[src/rtl/scanline_prefetch_if.sv]
// rtl/scanline_prefetch_if.sv - memory read port between the scanline prefetcher and cell-state memory
interface scanline_prefetch_if #(
  parameter int ADDR_W = 15
) ();
  logic              rd_req;
  logic [ADDR_W-1:0] rd_addr;
  logic              rd_grant;
  logic              rd_valid;
  logic [15:0]       rd_data;

  modport master (
    output rd_req,
    output rd_addr,
    input  rd_grant,
    input  rd_valid,
    input  rd_data
  );

  modport slave (
    input  rd_req,
    input  rd_addr,
    output rd_grant,
    output rd_valid,
    output rd_data
  );
endinterface

[src/rtl/scanline_prefetch.sv]
// rtl/scanline_prefetch.sv - ping-pong line buffer: prefetches row+1 cells while row is shown, drives pixel colour
module scanline_prefetch #(
  parameter int         COLS        = 640,
  parameter int         ROWS        = 480,
  parameter int         ADDR_W      = 15,
  parameter logic [2:0] ALIVE_COLOR = 3'b010,
  parameter logic [2:0] DEAD_COLOR  = 3'b000
) (
  input  logic                       clk,
  input  logic                       rst_n,
  input  logic [8:0]                 row,
  input  logic [9:0]                 column,
  input  logic                       display_active,
  scanline_prefetch_if.master        mem,
  output logic [2:0]                 color,
  output logic                       fetch_overrun
);
  localparam int LINE_WORDS = COLS / 16;
  localparam int IDX_W      = (LINE_WORDS > 1) ? $clog2(LINE_WORDS) : 1;

  typedef enum logic [1:0] {IDLE, REQ, WAIT, DRAIN} state_t;

  state_t            state;
  logic [8:0]        row_prev;
  logic [8:0]        target;
  logic [8:0]        pending;
  logic [IDX_W-1:0]  word_idx;
  logic [1:0]        valid;
  logic              rd_req_q;
  logic [ADDR_W-1:0] rd_addr_q;
  logic [15:0]       line_buf [2][LINE_WORDS];

  logic              trig;
  logic              granted;
  logic              last_word;
  logic [8:0]        next_target;
  logic              launch;
  logic              launch_req;
  logic [8:0]        launch_target;

  function automatic logic [ADDR_W-1:0] addr_of(input logic [8:0] t, input logic [IDX_W-1:0] w);
    return ADDR_W'(int'(t) * LINE_WORDS + int'(w));
  endfunction

  // launch covers every way a fresh fetch begins; the REQ restart drops rd_req for one cycle
  always_comb begin
    trig          = (row != row_prev);
    next_target   = (int'(row) >= ROWS - 1) ? 9'd0 : row + 9'd1;
    granted       = rd_req_q && mem.rd_grant;
    last_word     = (int'(word_idx) == LINE_WORDS - 1);
    launch        = 1'b0;
    launch_req    = 1'b1;
    launch_target = next_target;
    case (state)
      IDLE:  launch = trig;
      REQ: begin
        launch     = trig && !granted;
        launch_req = 1'b0;
      end
      WAIT:  launch = trig && mem.rd_valid;
      DRAIN: begin
        launch = mem.rd_valid;
        if (!trig) launch_target = pending;
      end
      default: launch = 1'b0;
    endcase
  end

  always_ff @(posedge clk or negedge rst_n) begin
    if (!rst_n) begin
      state         <= IDLE;
      row_prev      <= '0;
      target        <= '0;
      pending       <= '0;
      word_idx      <= '0;
      valid         <= '0;
      rd_req_q      <= 1'b0;
      rd_addr_q     <= '0;
      fetch_overrun <= 1'b0;
    end else begin
      row_prev <= row;
      case (state)
        REQ: begin
          if (trig) begin
            fetch_overrun <= 1'b1;
            if (granted) begin
              rd_req_q <= 1'b0;
              pending  <= next_target;
              state    <= DRAIN;
            end
          end else if (granted) begin
            rd_req_q <= 1'b0;
            state    <= WAIT;
          end else begin
            rd_req_q <= 1'b1;
          end
        end
        WAIT: begin
          if (mem.rd_valid) begin
            if (last_word) begin
              valid[target[0]] <= 1'b1;
              state            <= IDLE;
            end else begin
              if (trig) fetch_overrun <= 1'b1;
              word_idx  <= word_idx + IDX_W'(1);
              rd_req_q  <= 1'b1;
              rd_addr_q <= addr_of(target, word_idx + IDX_W'(1));
              state     <= REQ;
            end
          end else if (trig) begin
            fetch_overrun <= 1'b1;
            pending       <= next_target;
            state         <= DRAIN;
          end
        end
        DRAIN: begin
          if (trig) pending <= next_target;
        end
        default: ;
      endcase
      if (launch) begin
        valid[launch_target[0]] <= 1'b0;
        target                  <= launch_target;
        word_idx                <= '0;
        rd_req_q                <= launch_req;
        rd_addr_q               <= addr_of(launch_target, '0);
        state                   <= REQ;
      end
    end
  end

  always_ff @(posedge clk) begin
    if (state == WAIT && mem.rd_valid) line_buf[target[0]][word_idx] <= mem.rd_data;
  end

  always_ff @(posedge clk or negedge rst_n) begin
    if (!rst_n)                                          color <= '0;
    else if (!display_active)                            color <= '0;
    else if (int'(column) >= COLS || !valid[row[0]])     color <= DEAD_COLOR;
    else if (line_buf[row[0]][column[9:4]][column[3:0]]) color <= ALIVE_COLOR;
    else                                                 color <= DEAD_COLOR;
  end

  assign mem.rd_req  = rd_req_q;
  assign mem.rd_addr = rd_addr_q;
endmodule

[src/flat_wrapper.sv]
// flat-port wrapper written by rule: the top's interface ports become plain ports
module scanline_prefetch_flat 
#(
  parameter int         COLS        = 640,
  parameter int         ROWS        = 480,
  parameter int         ADDR_W      = 15,
  parameter logic [2:0] ALIVE_COLOR = 3'b010,
  parameter logic [2:0] DEAD_COLOR  = 3'b000
)
  (clk, rst_n, row, column, display_active, color, fetch_overrun, mem_rd_req, mem_rd_addr, mem_rd_grant, mem_rd_valid, mem_rd_data);
  scanline_prefetch_if #(.ADDR_W(ADDR_W)) mem_i ();
  input  logic clk;
  input  logic rst_n;
  input  logic [8:0] row;
  input  logic [9:0] column;
  input  logic display_active;
  output logic [2:0] color;
  output logic fetch_overrun;
  output wire logic [$bits(mem_i.rd_req)-1:0] mem_rd_req;
  output wire logic [$bits(mem_i.rd_addr)-1:0] mem_rd_addr;
  input wire logic [$bits(mem_i.rd_grant)-1:0] mem_rd_grant;
  input wire logic [$bits(mem_i.rd_valid)-1:0] mem_rd_valid;
  input wire logic [$bits(mem_i.rd_data)-1:0] mem_rd_data;
  assign mem_rd_req = mem_i.rd_req;
  assign mem_rd_addr = mem_i.rd_addr;
  assign mem_i.rd_grant = mem_rd_grant;
  assign mem_i.rd_valid = mem_rd_valid;
  assign mem_i.rd_data = mem_rd_data;
  scanline_prefetch #(.COLS(COLS), .ROWS(ROWS), .ADDR_W(ADDR_W), .ALIVE_COLOR(ALIVE_COLOR), .DEAD_COLOR(DEAD_COLOR)) u_core (.clk(clk), .rst_n(rst_n), .row(row), .column(column), .display_active(display_active), .mem(mem_i), .color(color), .fetch_overrun(fetch_overrun));
endmodule
[config.mk]
export PLATFORM = sky130hd
export DESIGN_NAME = scanline_prefetch_flat
export DESIGN_NICKNAME = d
export VERILOG_FILES = /design/src/rtl/scanline_prefetch_if.sv /design/src/rtl/scanline_prefetch.sv /design/src/flat_wrapper.sv
export SDC_FILE = /design/constraint.sdc
export NUM_CORES = 1
export LEC_CHECK = 0
export ABC_AREA = 1
export CAP_MARGIN = 20
export CORE_MARGIN = 2
export CORE_UTILIZATION = 35
export CTS_CLUSTER_SIZE = 28
export DETAILED_ROUTE_END_ITERATION = 16
export MAX_ROUTING_LAYER = met4
export SKIP_LAST_GASP = 1
export SLEW_MARGIN = 30
export SYNTH_ARGS = -nofsm -noshare
export SYNTH_HDL_FRONTEND = slang
export SYNTH_SLANG_ARGS = --single-unit
[constraint.sdc]
create_clock -name clk -period 4 [get_ports clk]
set_clock_uncertainty 0.2 [all_clocks]
set_input_delay 0.6 -clock clk [delete_from_list [all_inputs] [get_ports clk]]
set_output_delay 0.6 -clock clk [all_outputs]
set_load 0.02 [all_outputs]
[Word-level counts from Yosys, hierarchy flattened]
Memories as Yosys holds them, arrays and structs flattened.
Index checks and enable logic that the tools add are counted.
Word-level totals
  output and inout bits: 20
  bits in registers: 57
  input port bits: 40
  word-level logic and storage cells: 126
  RAM bits: 1280
  memories: 1
Memory list
  u_core.line_buf: depth 2, bits a word 640, rd ports 1, clocked after Yosys merged registers in 0, wr ports 1, line scanline_prefetch.sv:31  | logic [15:0] line_buf [2][LINE_WORDS];
Cells by class
  multiplexer cells: 58
  bitwise operators: 5
  equality and inequality tests: 15
  reductions and logical operators: 21
  magnitude comparators: 11
  $mul: 2
  add/sub/neg operators: 3
Operators by type and width (count)
  $mux 640: 1
  $bmux 16 s6: 1
  $demux 16 s6: 1
  $mux 15: 4
  $mux 9: 6
  $mux 16: 3
  $pmux 9 s3: 1
  $mul 9x3->12 const B: 2
  $mux 6: 4
  $mux 2: 11
  $mux 1: 17
  $add 15x7->15: 1
  $ge 7x7->1 const B: 2
  $not 6->7: 2
  $ge 10x10->1 const B: 1
  $add 9x1->9 const B: 1
  $ge 9x9->1 const B: 1
  $ne 9x9->1: 1
  $reduce_and 4->1: 2
  $logic_and 1x1->1: 7
  $lt 7x1->1 const B: 1
  $add 6x1->6 const B: 1
  $eq 6x6->1 const B: 1
  $lt 1x2->1 const B: 3
  other kinds (27): 40

[Logic depth before layout (Yosys ltp)]
  word-level depth: 11
  depth in mapped cells: 28
  depth with buffers taken out: 26

[Worst setup path before layout]
Ideal clock, no wire load.
  path kind: input -> register
  from: input row[0]
  to: register u_core.rd_addr_q[12], in the netlist u_core.mem.rd_addr[12]
  setup slack: -0.160 ns
  data arrival time: 3.879 ns
  path buffers: 4
  required time: 3.718 ns
  setup time: 0.082 ns
  stages: 20
  cell sequence: buf_6 buf_8 xnor2_1 nand3_1 nor4_2 nand2_1 buf_4 buf_6 o21ai_0 mux2i_1 ha_1 ha_1 inv_1 fa_1 o31ai_1 a21oi_1 o21ai_0 o21ai_0 or2_2 a31oi_1
On the way
  word-level cells in the longest chain between the ends: 6
  elaborated cells between the ends (all ways): 15
  classes of those cells: add/sub (1); mul (1); order compare (1); eq/ne (2); mux (5); reduce/logical (5)
Ends and longest elaborated chain
  start: declaration: line flat_wrapper.sv:14  | input logic [8:0] row;
  $add 9x1->9 or $ge 9x9->1 (tied branches): line scanline_prefetch.sv:48  | next_target = (int'(row) >= ROWS - 1) ? 9'd0 : row + 9'd1;
  $mux 9: line scanline_prefetch.sv:48
  $mux 9
  $mux 9 (*): line scanline_prefetch.sv:54  | case (state)
  via u_core.launch_target[3]: line scanline_prefetch.sv:39  | logic [8:0] launch_target;
  $mul 9x3->12 (*): line scanline_prefetch.sv:42  | return ADDR_W'(int'(t) * LINE_WORDS + int'(w));
  $mux 15 (*): line scanline_prefetch.sv:121  | if (launch) begin
  end signal: assignment: line scanline_prefetch.sv:107  | rd_addr_q <= addr_of(target, word_idx + IDX_W'(1));
  end signal: assignment: line scanline_prefetch.sv:126  | rd_addr_q <= addr_of(launch_target, '0);
  end: declaration: line scanline_prefetch.sv:30  | logic [ADDR_W-1:0] rd_addr_q;
The timed path passes the listed nets; every way through them passes the cells marked *.
A chain may end at the register's enable or synchronous reset.

[Worst setup path after layout]
  from: input row[5]
  to: register u_core.rd_addr_q[12], in the netlist u_core.mem.rd_addr[12]
On the way
  word-level cells in the longest chain between the ends: 6
  elaborated cells between the ends (all ways): 15
  classes of those cells: add/sub (1); mul (1); order compare (1); eq/ne (2); mux (5); reduce/logical (5)
Ends and longest elaborated chain (line)
  $ge 9x9->1: scanline_prefetch.sv:48
  $mux 9: scanline_prefetch.sv:48
  $mux 9
  $mux 9 (*): scanline_prefetch.sv:54
  via u_core.launch_target[1]: scanline_prefetch.sv:39
  $mul 9x3->12 (*): scanline_prefetch.sv:42
  $mux 15 (*): scanline_prefetch.sv:121
Marks and branches as above.

==> flow_metrics.py <==
metrics = {
    "cells_and_area": {
        "final_cells": 7153,
        "drive_gt1_frac": 0.102,
        "syn_to_final_growth_pct": 15.1,
        "final_cell_area_um2": 64500,
        "fillCellCount": 14700,
        "layout.nets": 5037,
    },
    "placement": {
        "dp_worst_setup_slack_ps": -597,
        "placer_s_final_routability_congestion_estimate": 0.861,
        "port_buf_inserts": 57,
        "dpl.cell_count": 6877,
        "dp_hpwl_mm": 83.9,
        "place_area_um2": 59800,
    },
    "yosys": {
        "syn_area_per_cell_um2": 11.6,
        "seq_area_frac_synth": 0.709,
        "netlist_area_um2": 56100,
        "dominant_synthesized_flop_cell": "sky130_fd_sc_hd__edfxtp_1",
        "synth-async-reset-ratio": 0.0390,
        "synth_edf_count": 1280,
        "ys_warn_count": 0,
        "synth_top_area_frac": 0.686,
        "synth.top_cells.by_area": "sky130_fd_sc_hd__edfxtp_1, sky130_fd_sc_hd__nand2_1, sky130_fd_sc_hd__nand3_1, sky130_fd_sc_hd__nor2_1, sky130_fd_sc_hd__o21ai_0",
        "synth_area_leader_cell": "sky130_fd_sc_hd__edfxtp_1",
        "ys_types": 47,
        "syn_inst": 4833,
        "synth_seq_cells": 1332,
    },
    "power_and_ir_drop": {
        "power.leakage_nw": 23.1,
        "switching_share": 0.232,
        "power.total_mw": 30.7,
        "p_clk_frac": 0.424,
        "power_density_nw_per_um2": 476,
        "irDropWorstVdd_mv": 0.475,
        "power.net_switching_mw": 7.13,
        "combPwrFrac": 0.074,
        "internal_power_mw": 23.6,
        "part_of_the_power_in_registers": 0.502,
    },
    "cts": {
        "postCtsSetupBuffers": 0,
        "buffer_levels_on_the_longest_clock_path": 3,
        "h-tree-depth": 4,
        "clock_slew_at_reported_path_ffs_ps": 60,
        "cts_tree": "built",
        "clock_latency_ps": 770,
        "tritoncts.num_buffers": 145,
        "clkSinkCount": 1332,
        "clockRootBuffer": "sky130_fd_sc_hd__clkbuf_16",
    },
    "route": {
        "vias": 37100,
        "vias_per_cell": 5.19,
        "drcViolationCount": 0,
        "wl_per_cell_um": 21.2,
        "detail_route.first_pass.iterations": 7,
        "drt_wl_total_mm": 152,
        "drt_iter0_markers": 4245,
        "final_antenna_net_count": 0,
    },
    "die": {
        "die_w_um": 404,
        "ios": 60,
        "core_footprint_um2": 159000,
        "floorplan.initialDensity": 0.353,
        "rows": 146,
        "fp.dieArea_um2": 163000,
        "floorplan.die.height_um": 404,
    },
    "run": {
        "maxCapViolCount": 0,
    },
    "timing": {
        "setup-violations-final": 0,
        "period_share": 0.917,
        "totalNegativeSetupSlack_ps": 0,
        "max_slew_violation_count": 0,
        "hold_viol_final": 0,
        "finalCriticalPeriod_ps": 3670,
        "relSlewSlack": 0.373,
        "worst_margin_slew_ps": 940,
        "achievable-frequency_mhz": 273,
        "fin_ws_ps": 333,
    },
    "outcome": {
        "run_status": "finished, final reports clean",
    },
    "grt": {
        "grtUsageTotal": 0.190,
        "first_global_vias": 35200,
        "grt.overflow.total": 0,
        "antenna_found_initial": 7,
        "grt_pass1_wl_mm": 228,
        "grt_max_degree": 167,
    },
    "worst_hold_path": {
        "hold_class": "in -> reg",
    },
    "critical_path": {
        "setup.worst_path.class": "in -> reg",
        "critPathMaxFanout": 10,
        "end_kind": "flip-flop",
        "critPathRequiredTime_ps": 4490,
        "startpoint_type": "input pin",
        "arrival_ps": 4160,
    },
}
[layout make-up]
type                       instances  area (um^2)  share of cell area
clock buffer                     184         3880              0.0602
antenna                            6         15.0            0.000233
tap                             2072         2590              0.0402
sequential                      1332        39700               0.616
multi-input combinational       3042        14300               0.221
inverter                         156          614             0.00952
timing repair buffer             280         2670              0.0414
clock inverter                    81          727              0.0113
[registers in the layout, indices dropped and copies added, names as in the netlist, 2 cells and up]
signal and cells:
u_core.line_buf 1280, u_core.mem.rd_addr 15, u_core.pending 9, u_core.row_prev 9, u_core.target 9, u_core.word_idx 3, u_core.state 2, u_core.valid 2
[power by group through the flow]
stage          Clock, mW  Sequential [mW]  Combinational, mW
2_1_floorplan          0             15.7               1.24
3_3_place_gp           0             15.7               2.22
3_5_place_dp           0             15.7               2.25
4_1_cts             13.2             15.4               2.26
5_1_grt             13.8             15.4               2.49
6_report            13.0             15.4               2.27
[metrics by stage]
stage	util	hold slack (ps)
after floorplan	-	104
after global placement	0.376	277
after detailed placement	0.376	276
after CTS	0.406	115
after global routing	0.406	56.0
final	0.406	68.7
[per-layer routing]
layer,up-vias,global-route usage,share of wire
met5,-,-,0
met4,0,0.0598,0.028
met3,233,0.0285,0.073
met2,1310,0.288,0.46
met1,18300,0.262,0.44
li1,17300,-,-
[final timing paths]
check	endpoint	from	cells past startpoint	slack (ps)
max in group asynchronous	u_core.target[0]	rst_n	3	2550
worst max register to register	u_core.mem.rd_addr[12]	u_core.row_prev[1]	18	340
min in group asynchronous	u_core.mem.rd_req	rst_n	2	200
worst max-delay path	u_core.mem.rd_addr[12]	row[5]	19	330
worst min register to register	u_core.valid[1]	u_core.valid[1]	1	280
worst min-delay path	u_core.line_buf[0][448]	mem_rd_data[0]	1	70
[placed cells by master (no fill, tap or decap), drive strengths merged, types with 43 or more instances in the layout]
cell / n
nand3: 680
nor3: 57
clkinv: 59
inv: 163
o211ai: 75
clkbuf: 184
nor2: 492
dfrtp: 52
buf: 241
a21oi: 43
o21ai: 346
nand2: 1193
edfxtp: 1280
[what timing repair did]
action | in CTS | in global routing
hold buffers | 1 | 2
endpoints found under the hold margin | 24 | 2
gates resized for setup | 0 | 9
endpoints found under the setup margin | 0 | 3
[cell usage after synthesis, types with 2 or more instances]
cell type	number
sky130_fd_sc_hd__nand3_2	2
sky130_fd_sc_hd__and2_1	2
sky130_fd_sc_hd__xnor2_1	6
sky130_fd_sc_hd__nor3_1	56
sky130_fd_sc_hd__clkbuf_1	75
sky130_fd_sc_hd__dfrtp_1	52
sky130_fd_sc_hd__or2_2	2
sky130_fd_sc_hd__a31oi_1	9
sky130_fd_sc_hd__xor2_1	18
sky130_fd_sc_hd__nor2_1	491
sky130_fd_sc_hd__inv_2	5
sky130_fd_sc_hd__nor4_1	4
sky130_fd_sc_hd__a21oi_1	42
sky130_fd_sc_hd__nand3_1	678
sky130_fd_sc_hd__buf_4	45
sky130_fd_sc_hd__buf_8	2
sky130_fd_sc_hd__o221ai_1	37
sky130_fd_sc_hd__buf_1	31
sky130_fd_sc_hd__mux2i_1	3
sky130_fd_sc_hd__clkinv_1	3
sky130_fd_sc_hd__o22ai_1	13
sky130_fd_sc_hd__ha_1	37
sky130_fd_sc_hd__o21ai_0	301
sky130_fd_sc_hd__inv_4	2
sky130_fd_sc_hd__o21bai_1	3
sky130_fd_sc_hd__inv_1	146
sky130_fd_sc_hd__fa_1	3
sky130_fd_sc_hd__o21ai_2	3
sky130_fd_sc_hd__nand2_1	1193
sky130_fd_sc_hd__edfxtp_1	1280
sky130_fd_sc_hd__nand4_1	2
sky130_fd_sc_hd__o211ai_1	75
sky130_fd_sc_hd__o21ai_1	42
sky130_fd_sc_hd__o22a_1	6
sky130_fd_sc_hd__buf_2	117
sky130_fd_sc_hd__buf_6	34
sky130_fd_sc_hd__o21a_1	3
[kinds of logic after synthesis]
| family | share of synthesized area |
|---|---|
| other | 0.0000669 |
| buffers and inverters | 0.0415 |
| flip-flops | 0.709 |
| multiplexers | 0.000536 |
| adder cells (fa/ha/maj) | 0.00933 |
| AO/OA/AOI/OAI | 0.0555 |
| XOR/XNOR | 0.00375 |
| AND/OR/NAND/NOR | 0.181 |
[worst max-delay path, cell delays in order]
cell and delay (ps):
sky130_fd_sc_hd__clkdlybuf4s50_1 520, sky130_fd_sc_hd__inv_1 70, sky130_fd_sc_hd__nand2_1 60, sky130_fd_sc_hd__nand2_1 50, sky130_fd_sc_hd__nor4_2 270, sky130_fd_sc_hd__nand2_1 140
sky130_fd_sc_hd__buf_4 200, sky130_fd_sc_hd__o21ai_1 170, sky130_fd_sc_hd__o21ai_1 110, sky130_fd_sc_hd__ha_1 310, sky130_fd_sc_hd__ha_1 170, sky130_fd_sc_hd__inv_1 60
sky130_fd_sc_hd__fa_1 390, sky130_fd_sc_hd__o31ai_2 240, sky130_fd_sc_hd__a21oi_1 100, sky130_fd_sc_hd__o21ai_1 160, sky130_fd_sc_hd__o21ai_0 90, sky130_fd_sc_hd__or2_2 270
sky130_fd_sc_hd__a31oi_1 160
Power figures use the tool's default switching activity.
